===== config.mk =====
export PLATFORM = sky130hd
export DESIGN_NAME = button_mem_loader
export DESIGN_NICKNAME = d
export VERILOG_FILES = /design/src/rtl/button_mem_loader.sv
export SDC_FILE = /design/constraint.sdc
export NUM_CORES = 1
export LEC_CHECK = 0
export ABC_AREA = 1
export CAP_MARGIN = 20
export CORE_UTILIZATION = 59
export CTS_CLUSTER_DIAMETER = 120
export DETAILED_ROUTE_END_ITERATION = 12
export PLACE_DENSITY = 0.86
export SLEW_MARGIN = 20
export SYNTH_ARGS = -nofsm -noshare
export SYNTH_HDL_FRONTEND = slang
export SYNTH_SLANG_ARGS = --single-unit

===== constraint.sdc =====
create_clock -name vga_clk -period 5.4 [get_ports vga_clk]
set_input_delay 1.08 -clock vga_clk [delete_from_list [all_inputs] [get_ports vga_clk]]
set_output_delay 1.08 -clock vga_clk [all_outputs]
set_load 0.02 [all_outputs]

===== src/rtl/button_mem_loader.sv =====
// Button sprite memory writer: packs an R,G,B byte stream into 24-bit pixels and
// writes one IMG_W x IMG_H image row-major into the region picked by button_type.
module button_mem_loader #(
  parameter int unsigned IMG_W  = 155,
  parameter int unsigned IMG_H  = 38,
  parameter int unsigned BASE1  = 5890,
  parameter int unsigned ADDR_W = 14
) (
  input  logic              vga_clk,
  input  logic              reset,
  input  logic              start,
  input  logic              button_type,
  input  logic [7:0]        in_data,
  input  logic              in_valid,
  output logic              in_ready,
  output logic              wr_en,
  output logic [ADDR_W-1:0] wr_addr,
  output logic [23:0]       wr_data,
  output logic              busy,
  output logic              done
);

  localparam int unsigned XW = (IMG_W > 1) ? $clog2(IMG_W) : 1;
  localparam int unsigned YW = (IMG_H > 1) ? $clog2(IMG_H) : 1;
  localparam logic [XW-1:0] XLast = XW'(IMG_W - 1);
  localparam logic [YW-1:0] YLast = YW'(IMG_H - 1);
  localparam logic [ADDR_W-1:0] Base1Addr = ADDR_W'(BASE1);

  typedef enum logic [1:0] {
    StIdle   = 2'd0,
    StLoad   = 2'd1,
    StFinish = 2'd2
  } state_e;

  state_e state_q, state_d;

  logic [XW-1:0]     x_q, x_d;
  logic [YW-1:0]     y_q, y_d;
  logic [1:0]        byte_idx_q, byte_idx_d;
  logic [ADDR_W-1:0] addr_q, addr_d;
  logic [7:0]        r_q, r_d;
  logic [7:0]        g_q, g_d;
  logic              wr_en_q, wr_en_d;
  logic [ADDR_W-1:0] wr_addr_q, wr_addr_d;
  logic [23:0]       wr_data_q, wr_data_d;
  logic              done_q, done_d;

  always_ff @(posedge vga_clk or posedge reset) begin
    if (reset) begin
      state_q    <= StIdle;
      x_q        <= '0;
      y_q        <= '0;
      byte_idx_q <= '0;
      addr_q     <= '0;
      r_q        <= '0;
      g_q        <= '0;
      wr_en_q    <= 1'b0;
      wr_addr_q  <= '0;
      wr_data_q  <= '0;
      done_q     <= 1'b0;
    end else begin
      state_q    <= state_d;
      x_q        <= x_d;
      y_q        <= y_d;
      byte_idx_q <= byte_idx_d;
      addr_q     <= addr_d;
      r_q        <= r_d;
      g_q        <= g_d;
      wr_en_q    <= wr_en_d;
      wr_addr_q  <= wr_addr_d;
      wr_data_q  <= wr_data_d;
      done_q     <= done_d;
    end
  end

  always_comb begin
    state_d    = state_q;
    x_d        = x_q;
    y_d        = y_q;
    byte_idx_d = byte_idx_q;
    addr_d     = addr_q;
    r_d        = r_q;
    g_d        = g_q;
    wr_en_d    = 1'b0;
    wr_addr_d  = wr_addr_q;
    wr_data_d  = wr_data_q;
    done_d     = 1'b0;

    unique case (state_q)
      StIdle: begin
        if (start) begin
          addr_d     = button_type ? Base1Addr : '0;
          x_d        = '0;
          y_d        = '0;
          byte_idx_d = '0;
          state_d    = StLoad;
        end
      end

      StLoad: begin
        // in_ready is constant 1 here, so in_valid alone marks a transfer.
        if (in_valid) begin
          unique case (byte_idx_q)
            2'd0: begin
              r_d        = in_data;
              byte_idx_d = 2'd1;
            end
            2'd1: begin
              g_d        = in_data;
              byte_idx_d = 2'd2;
            end
            default: begin
              byte_idx_d = 2'd0;
              wr_en_d    = 1'b1;
              wr_addr_d  = addr_q;
              wr_data_d  = {r_q, g_q, in_data};
              addr_d     = addr_q + 1'b1;
              if (x_q == XLast) begin
                x_d = '0;
                y_d = y_q + 1'b1;
                if (y_q == YLast) begin
                  state_d = StFinish;
                end
              end else begin
                x_d = x_q + 1'b1;
              end
            end
          endcase
        end
      end

      StFinish: begin
        done_d  = 1'b1;
        state_d = StIdle;
      end

      default: state_d = StIdle;
    endcase
  end

  assign in_ready = (state_q == StLoad);
  assign busy     = (state_q != StIdle);
  assign wr_en    = wr_en_q;
  assign wr_addr  = wr_addr_q;
  assign wr_data  = wr_data_q;
  assign done     = done_q;

endmodule


==> key figures <==
Run status
  • Status: complete, but fails checks
  • Failing checks: design-rule violations

Logic synthesis
  • YS warnings: 0
  • Most frequent cell after synthesis: nand2_1
  • Largest area contributor in the netlist: dfrtp_1
  • FF+latch count, synth: 88
  • Top cells by area, synth: dfrtp_1, nand2_1, o21ai_0
  • Most frequent cells after synthesis: nand2_1, dfrtp_1, o21ai_0
  • Post-Syn Area per Cell: 8.36 um2
  • EDFF count, synth: 0
  • Syn nets: 494
  • Synth unique cells: 29
  • Ys flop type: dfrtp_1
  • Synth top area share: 55.3%
  • Syn Std Cell Area: 3980 um2
  • Sequential area share after synthesis: 55.3%
  • Ys async rst share: 100%
  • Synthesized instance count: 476

Route
  • Drt pass-1 iters: 9
  • 1st-iter DRT viols: 287
  • Routed WL per cell: 14.3 um
  • Via-to-Cell Ratio: 5.45
  • Final ANT Viol Nets: 0
  • Final WL: 8.72 mm
  • DRC violations left: 9
  • Routed vias: 3,318

Worst hold path
  • Hold Crit Depth: 2
  • Hold WC Path Type: flip-flop to flip-flop
  • Hold endpoint: wr_data[17]
  • Worst Hold Launch: r_q[1]

STA
  • RSZ-0062 raised after global routing: no
  • Max Transition Viols Final: 0
  • Crit share post-route: 60.2%
  • Hold Fails Final Rpt: 0
  • Fmax: 308 MHz
  • Final setup fails: 0
  • Final period demand of the worst path: 3.25 ns
  • Slew HR: 56.4%
  • Sum of negative setup slack: 0 ns
  • Clk_skew: 0.00946 ns
  • Final setup margin: 2.15 ns
  • Slew of the pin with the lowest slew margin: 0.653 ns

GRT
  • Initial antenna violation count: 0
  • Largest net degree at the start of global routing: 52
  • Number of global-route vias before repair: 3,061
  • GRT Overall Usage: 26.7%
  • First-pass GRT wire length: 14.7 mm
  • Grt total ovfl: 0

Die
  • Initial Utilization: 62.0%
  • FP Rows: 29
  • Core Region: 6420 um2
  • Chip height: 84.1 um
  • Die Area: 7080 um2
  • Chip Width: 84.1 um
  • Ports: 55

Power
  • Max VDD drop: 313 uV
  • Sw power: 0.00102 W
  • Flop pwr share: 41.5%
  • Switching Fraction: 39.1%
  • Pwr/cell area: 545 nW/um2
  • LEAKAGE: 2.33 nW
  • Logic gate share of total power: 38.1%
  • Clock power share: 20.3%
  • Cell internal pwr: 0.00159 W
  • Final Power: 0.00261 W

Clock network
  • # clock sinks: 88
  • TritonCTS clock tree: done
  • # H-tree levels: 3
  • CTS Hold Bufs: 0
  • Post_cts resized: 0
  • Worst-skew pair later-pin latency: 0.36 ns
  • Clock Tree Root: clkbuf_8
  • Longest Clk Path Bufs: 2
  • Clock-pin slew on the worst setup and hold paths: 0.09 ns
  • Inserted Clock Buffers: 9
  • Post-CTS setup buffers: 0

Worst setup path
  • CP Launch Type: flip-flop
  • R2R Path End: wr_data[16]
  • Critical Path End Type: output port
  • Arrival @ worst endpoint: 2.17 ns
  • R2r setup slk: 2.94 ns
  • Crit Path Category: flip-flop to output port
  • RR Startpoint: state_q[0]
  • Reg2Reg Depth: 7
  • Critical path fanouts, max: 25
  • Worst EP required: 4.32 ns

Layout
  • Nets: 545
  • Antenna Cells: 0
  • Share of cells above drive strength 1: 6.77%
  • Filler cell count: 454
  • Final std cells w/o fill: 609
  • Final Instance Area: 4780 um2
  • Area Overhead vs Synth: 20.2%

Placement
  • Port bufs: 54
  • Placed Cells: 593
  • Placed cell areas: 4550 um2
  • Global placement routability congestion: 0.826
  • Hpwl dp: 5.93 mm
  • Pre-CTS WS: 2.25 ns

Flow run
  • Max-Cap Viols: 0
layout make-up:
type / count / area [um2] / area share [%]
multi-input combinational: 316 / 1480 / 31.0
timing repair buffer: 56 / 556 / 11.6
inverter: 56 / 211 / 4.42
tap: 77 / 96.3 / 2.01
clock inverter: 6 / 100 / 2.09
sequential: 88 / 2200 / 46.0
clock buffer: 10 / 138 / 2.88
power groups by stage:
stage                     Combinational, W  Sequential, W  Clock (W)
after floorplan                   0.000486        0.00119          0
after global placement            0.000947        0.00108          0
after detailed placement          0.000991        0.00109          0
after CTS                         0.000999        0.00108   0.000533
after global routing               0.00110        0.00111   0.000569
final                             0.000994        0.00108   0.000531
worst max-delay path: stages, from the launching register on:
cell,delay (ns)
dfrtp_1,0.53
inv_2,0.08
nor2_4,0.48
clkdlybuf4s50_1,0.72
registers in the layout, indices dropped and copies added (netlist names), 2 cells and up:
| signal | flops |
|---|---|
| wr_data | 24 |
| state_q | 2 |
| byte_idx_q | 2 |
| addr_q | 14 |
| r_q | 8 |
| y_q | 6 |
| x_q | 8 |
| g_q | 8 |
| wr_addr | 14 |
cells in the final DEF, fill, tap and decap left out:
cell / count
ha_1: 5
nor3_4: 1
clkdlybuf4s50_1: 54
clkinv_2: 1
a21oi_1: 5
nand2_2: 3
dfrtp_1: 88
nor2_4: 2
clkinv_4: 2
nand4_1: 13
inv_2: 4
inv_1: 50
xnor2_1: 2
nand3_4: 1
nor3_1: 4
o21ai_1: 9
bufinv_16: 2
nand2_1: 148
o21bai_1: 1
a22oi_1: 1
clkbuf_8: 10
inv_8: 2
or2_2: 3
clkinv_1: 1
nand3_2: 2
o21ai_0: 61
nand3_1: 20
a21oi_2: 1
nor2_1: 33
nand3b_1: 1
buf_4: 2
per-layer routing:
layer,wire length (um),vias up,GRT usage [%]
met2,4370,111,43.9
met3,441,9,5.11
met1,3800,1584,36.4
li1,-,1614,-
met4,112,0,8.46
met5,0,-,0
worst max-delay path by stage:
| stage | start | end | cells after the start |
|---|---|---|---|
| after floorplan | reset | addr_q[0] | 1 |
| after global placement | in_valid | wr_addr[0] | 6 |
| after detailed placement | in_valid | wr_data[16] | 6 |
| after CTS | state_q[0] | in_ready | 3 |
| after global routing | state_q[0] | in_ready | 3 |
| final | state_q[0] | in_ready | 3 |
stage by stage:
| stage | utilization [%] | hold WS, ns |
|---|---|---|
| finish | 74.5 | 0.480 |
| global route | 74.5 | 0.507 |
| CTS | 74.5 | 0.485 |
| detailed placement | 70.8 | 0.461 |
| global placement | 70.8 | 0.459 |
| floorplan | - | 0.442 |
cell families after synthesis:
| kind of cell | count (synthesis) | share of synthesized area, % |
|---|---|---|
| compound gates | 78 | 10.0 |
| xor+xnor | 2 | 0.440 |
| fa+ha+maj | 5 | 1.57 |
| buf+inv | 72 | 7.48 |
| flops | 88 | 55.3 |
| simple gates | 231 | 25.2 |
Power figures use the tool's default switching activity.
==> edit, RTL diff (same settings) <==
Set the parameter `IMG_H` to 76 (it was 38).
--- a/src/rtl/button_mem_loader.sv
+++ b/src/rtl/button_mem_loader.sv
@@ -4,3 +4,3 @@
   parameter int unsigned IMG_W  = 155,
-  parameter int unsigned IMG_H  = 38,
+  parameter int unsigned IMG_H  = 76,
   parameter int unsigned BASE1  = 5890,
Function: same outputs for any inputs over 10 cycles, from zero or initial values and one cycle with reset high; that may be too few to reach the edited logic, so the function may still have changed.
==> edit against the original RTL <==
The flow still finishes with violations (design-rule violations); wire length is 0.10% lower; sequential cell count rose by 1; final cell count increased by 1.5%; final area shrank 0.37%; power is 4.3% lower; via count rose by 0.33%; clock power fell by 21%; die area increased by 0.40%; setup slack better by 0.29 ns; critical path depth unchanged; area after synthesis rose by 0.41%; critical path type unchanged; largest power group unchanged.
==> edit: results (changes against the original RTL) <==
outcome:
  status: "finished with violations"
  violations: "design-rule violations"
layout:
  fillers: 463  # +2.0%
  layout-drive-gt1-share_pct: 5.73  # -1.0 points
  largest_register_ffs: 24  # unchanged
  final_nets: 553  # +1.5%
placed_design:
  gp_congestion: 0.892  # +8.0%
  place_area_um2: 4590  # +0.91%
  dp.cells: 602  # +1.5%
  hpwl_um: 5870  # -1.0%
synthesis:
  avgSynthCellArea_um2: 8.28  # -1.0%
  synth.distinct_cells: 30  # +3.4%
  synth_common_cells: "nand2_1 (155), dfrtp_1 (89), inv_1 (56)"
  synth_seq_area_share_pct: 55.7  # +0.40 points
  synth.net_count: 500  # +1.2%
  synth_area_leaders: "dfrtp_1 (56%), nand2_1 (15%), o21ai_0 (6.5%)"
pwr:
  vdd_drop_max_mv: 0.356  # +14%
  leakage_nw: 2.37  # +1.9%
global_routing:
  use_met1_pct: 37.2  # +0.79 points
  antenna_found_initial: 0  # unchanged
  met2_usage_pct: 42.9  # -0.97 points
  grt.total_usage_pct: 27.0  # +0.33 points
  grt_pass1_vias: 3177  # +3.8%
  grt_util_met3_pct: 5.01  # -0.098 points
  grt_pass1_wl_um: 15000  # +1.7%
  grt_max_degree: 64  # +23%
detailed_routing:
  num_vias: 3329  # +0.33%
  wl_per_cell_um: 14.1  # -1.6%
  drtIter0Drc: 265  # -7.7%
  drt-total-wl_um: 8710  # -0.10%
  dr.pass1.iters: 11  # +2
  drc: 4  # -5
sta:
  fin_worst_skew_ns: 0.0137  # +0.00428 ns
  slew_headroom_pct: 48.8  # -7.6 points
  setup_tns_ns: 0  # unchanged
clocking:
  cts-buffers-inserted: 9  # unchanged
  cts.clk_slew.worst_paths_ns: 0.10
  clk_latency_ns: 0.35
  postCtsHoldBufs: 0  # unchanged
critical_path:
  cp_max_fo: 19  # -24%
  critPathArrivalTime_ns: 1.88  # -0.29 ns
## edit: cell count changes after synthesis, moves of 2 or more
cell / before / now
nor3_1: 4 / 7
nand4_1: 13 / 8
nor2_1: 33 / 36
o21ai_0: 61 / 52
a21oi_1: 5 / 10
or2_2: 3 / 0
buf_2: 7 / 9
inv_1: 51 / 56
xnor2_1: 2 / 0
buf_4: 3 / 1
nand2_1: 148 / 155
xor2_1: 0 / 2
## edit: stage by stage
stage          hold slack [ns]  setup WS (ns)
5_1_grt                  0.499           2.35
3_3_place_gp             0.455           2.37
4_1_cts                  0.484           2.44
6_report                 0.481           2.44
3_5_place_dp             0.454           2.31
2_1_floorplan            0.442           2.01
## edit: cell families (layout without fill, tap and decap cells)
group           after synthesis  after routing  synth area share, %
simple gates                238            238                 25.4
compound gates               76             76                 9.83
fa+ha+maj                     4              4                 1.25
buf+inv                      74            132                 7.32
flops                        89             89                 55.7
xor+xnor                      2              2                0.438
## edit: worst max-delay path: stages, from the launching register on
cell and delay, ns:
dfrtp_1 0.48, inv_2 0.11, nor2_8 0.28, clkdlybuf4s50_1 0.67
## edit: cell type report
cell class	instances	area, um2	area share (%)
flip-flops and latches	89	2230	46.7
multi-input cells	320	1480	31.1
repair buffers	56	556	11.7
inverters	60	228	4.78
clock buffers	10	128	2.68
well taps	77	96.3	2.02
clock inverters	6	50.0	1.05
## edit: power by group
part / leakage (nW) / internal [mW] / switching, mW / total (mW)
sequential: 1.09 / 0.926 / 0.177 / 1.10
clock: 0.0839 / 0.173 / 0.249 / 0.422
combinational: 1.19 / 0.405 / 0.566 / 0.971
total: 2.37 / 1.50 / 0.992 / 2.50
## edit: path summary, 6_finish.rpt
| check | from | end | slack [ns] | depth (start not counted) |
|---|---|---|---|---|
| min reg2reg | r_q[0] | wr_data[16] | 0.48 | 2 |
| max reg2reg | state_q[0] | wr_data[15] | 3.19 | 5 |
| max | state_q[0] | in_ready | 2.44 | 3 |
| min in group asynchronous | reset | wr_data[21] | 1.22 | 2 |
| max in group asynchronous | reset | x_q[7] | 3.33 | 3 |
| min | r_q[0] | wr_data[16] | 0.48 | 2 |
## edit: per-layer routing
layer  up-vias  part of all wire [%]
li1       1628                     -
met5         -                     0
met1      1595                    44
met2        90                    49
met3        16                   4.7
met4         0                   1.7
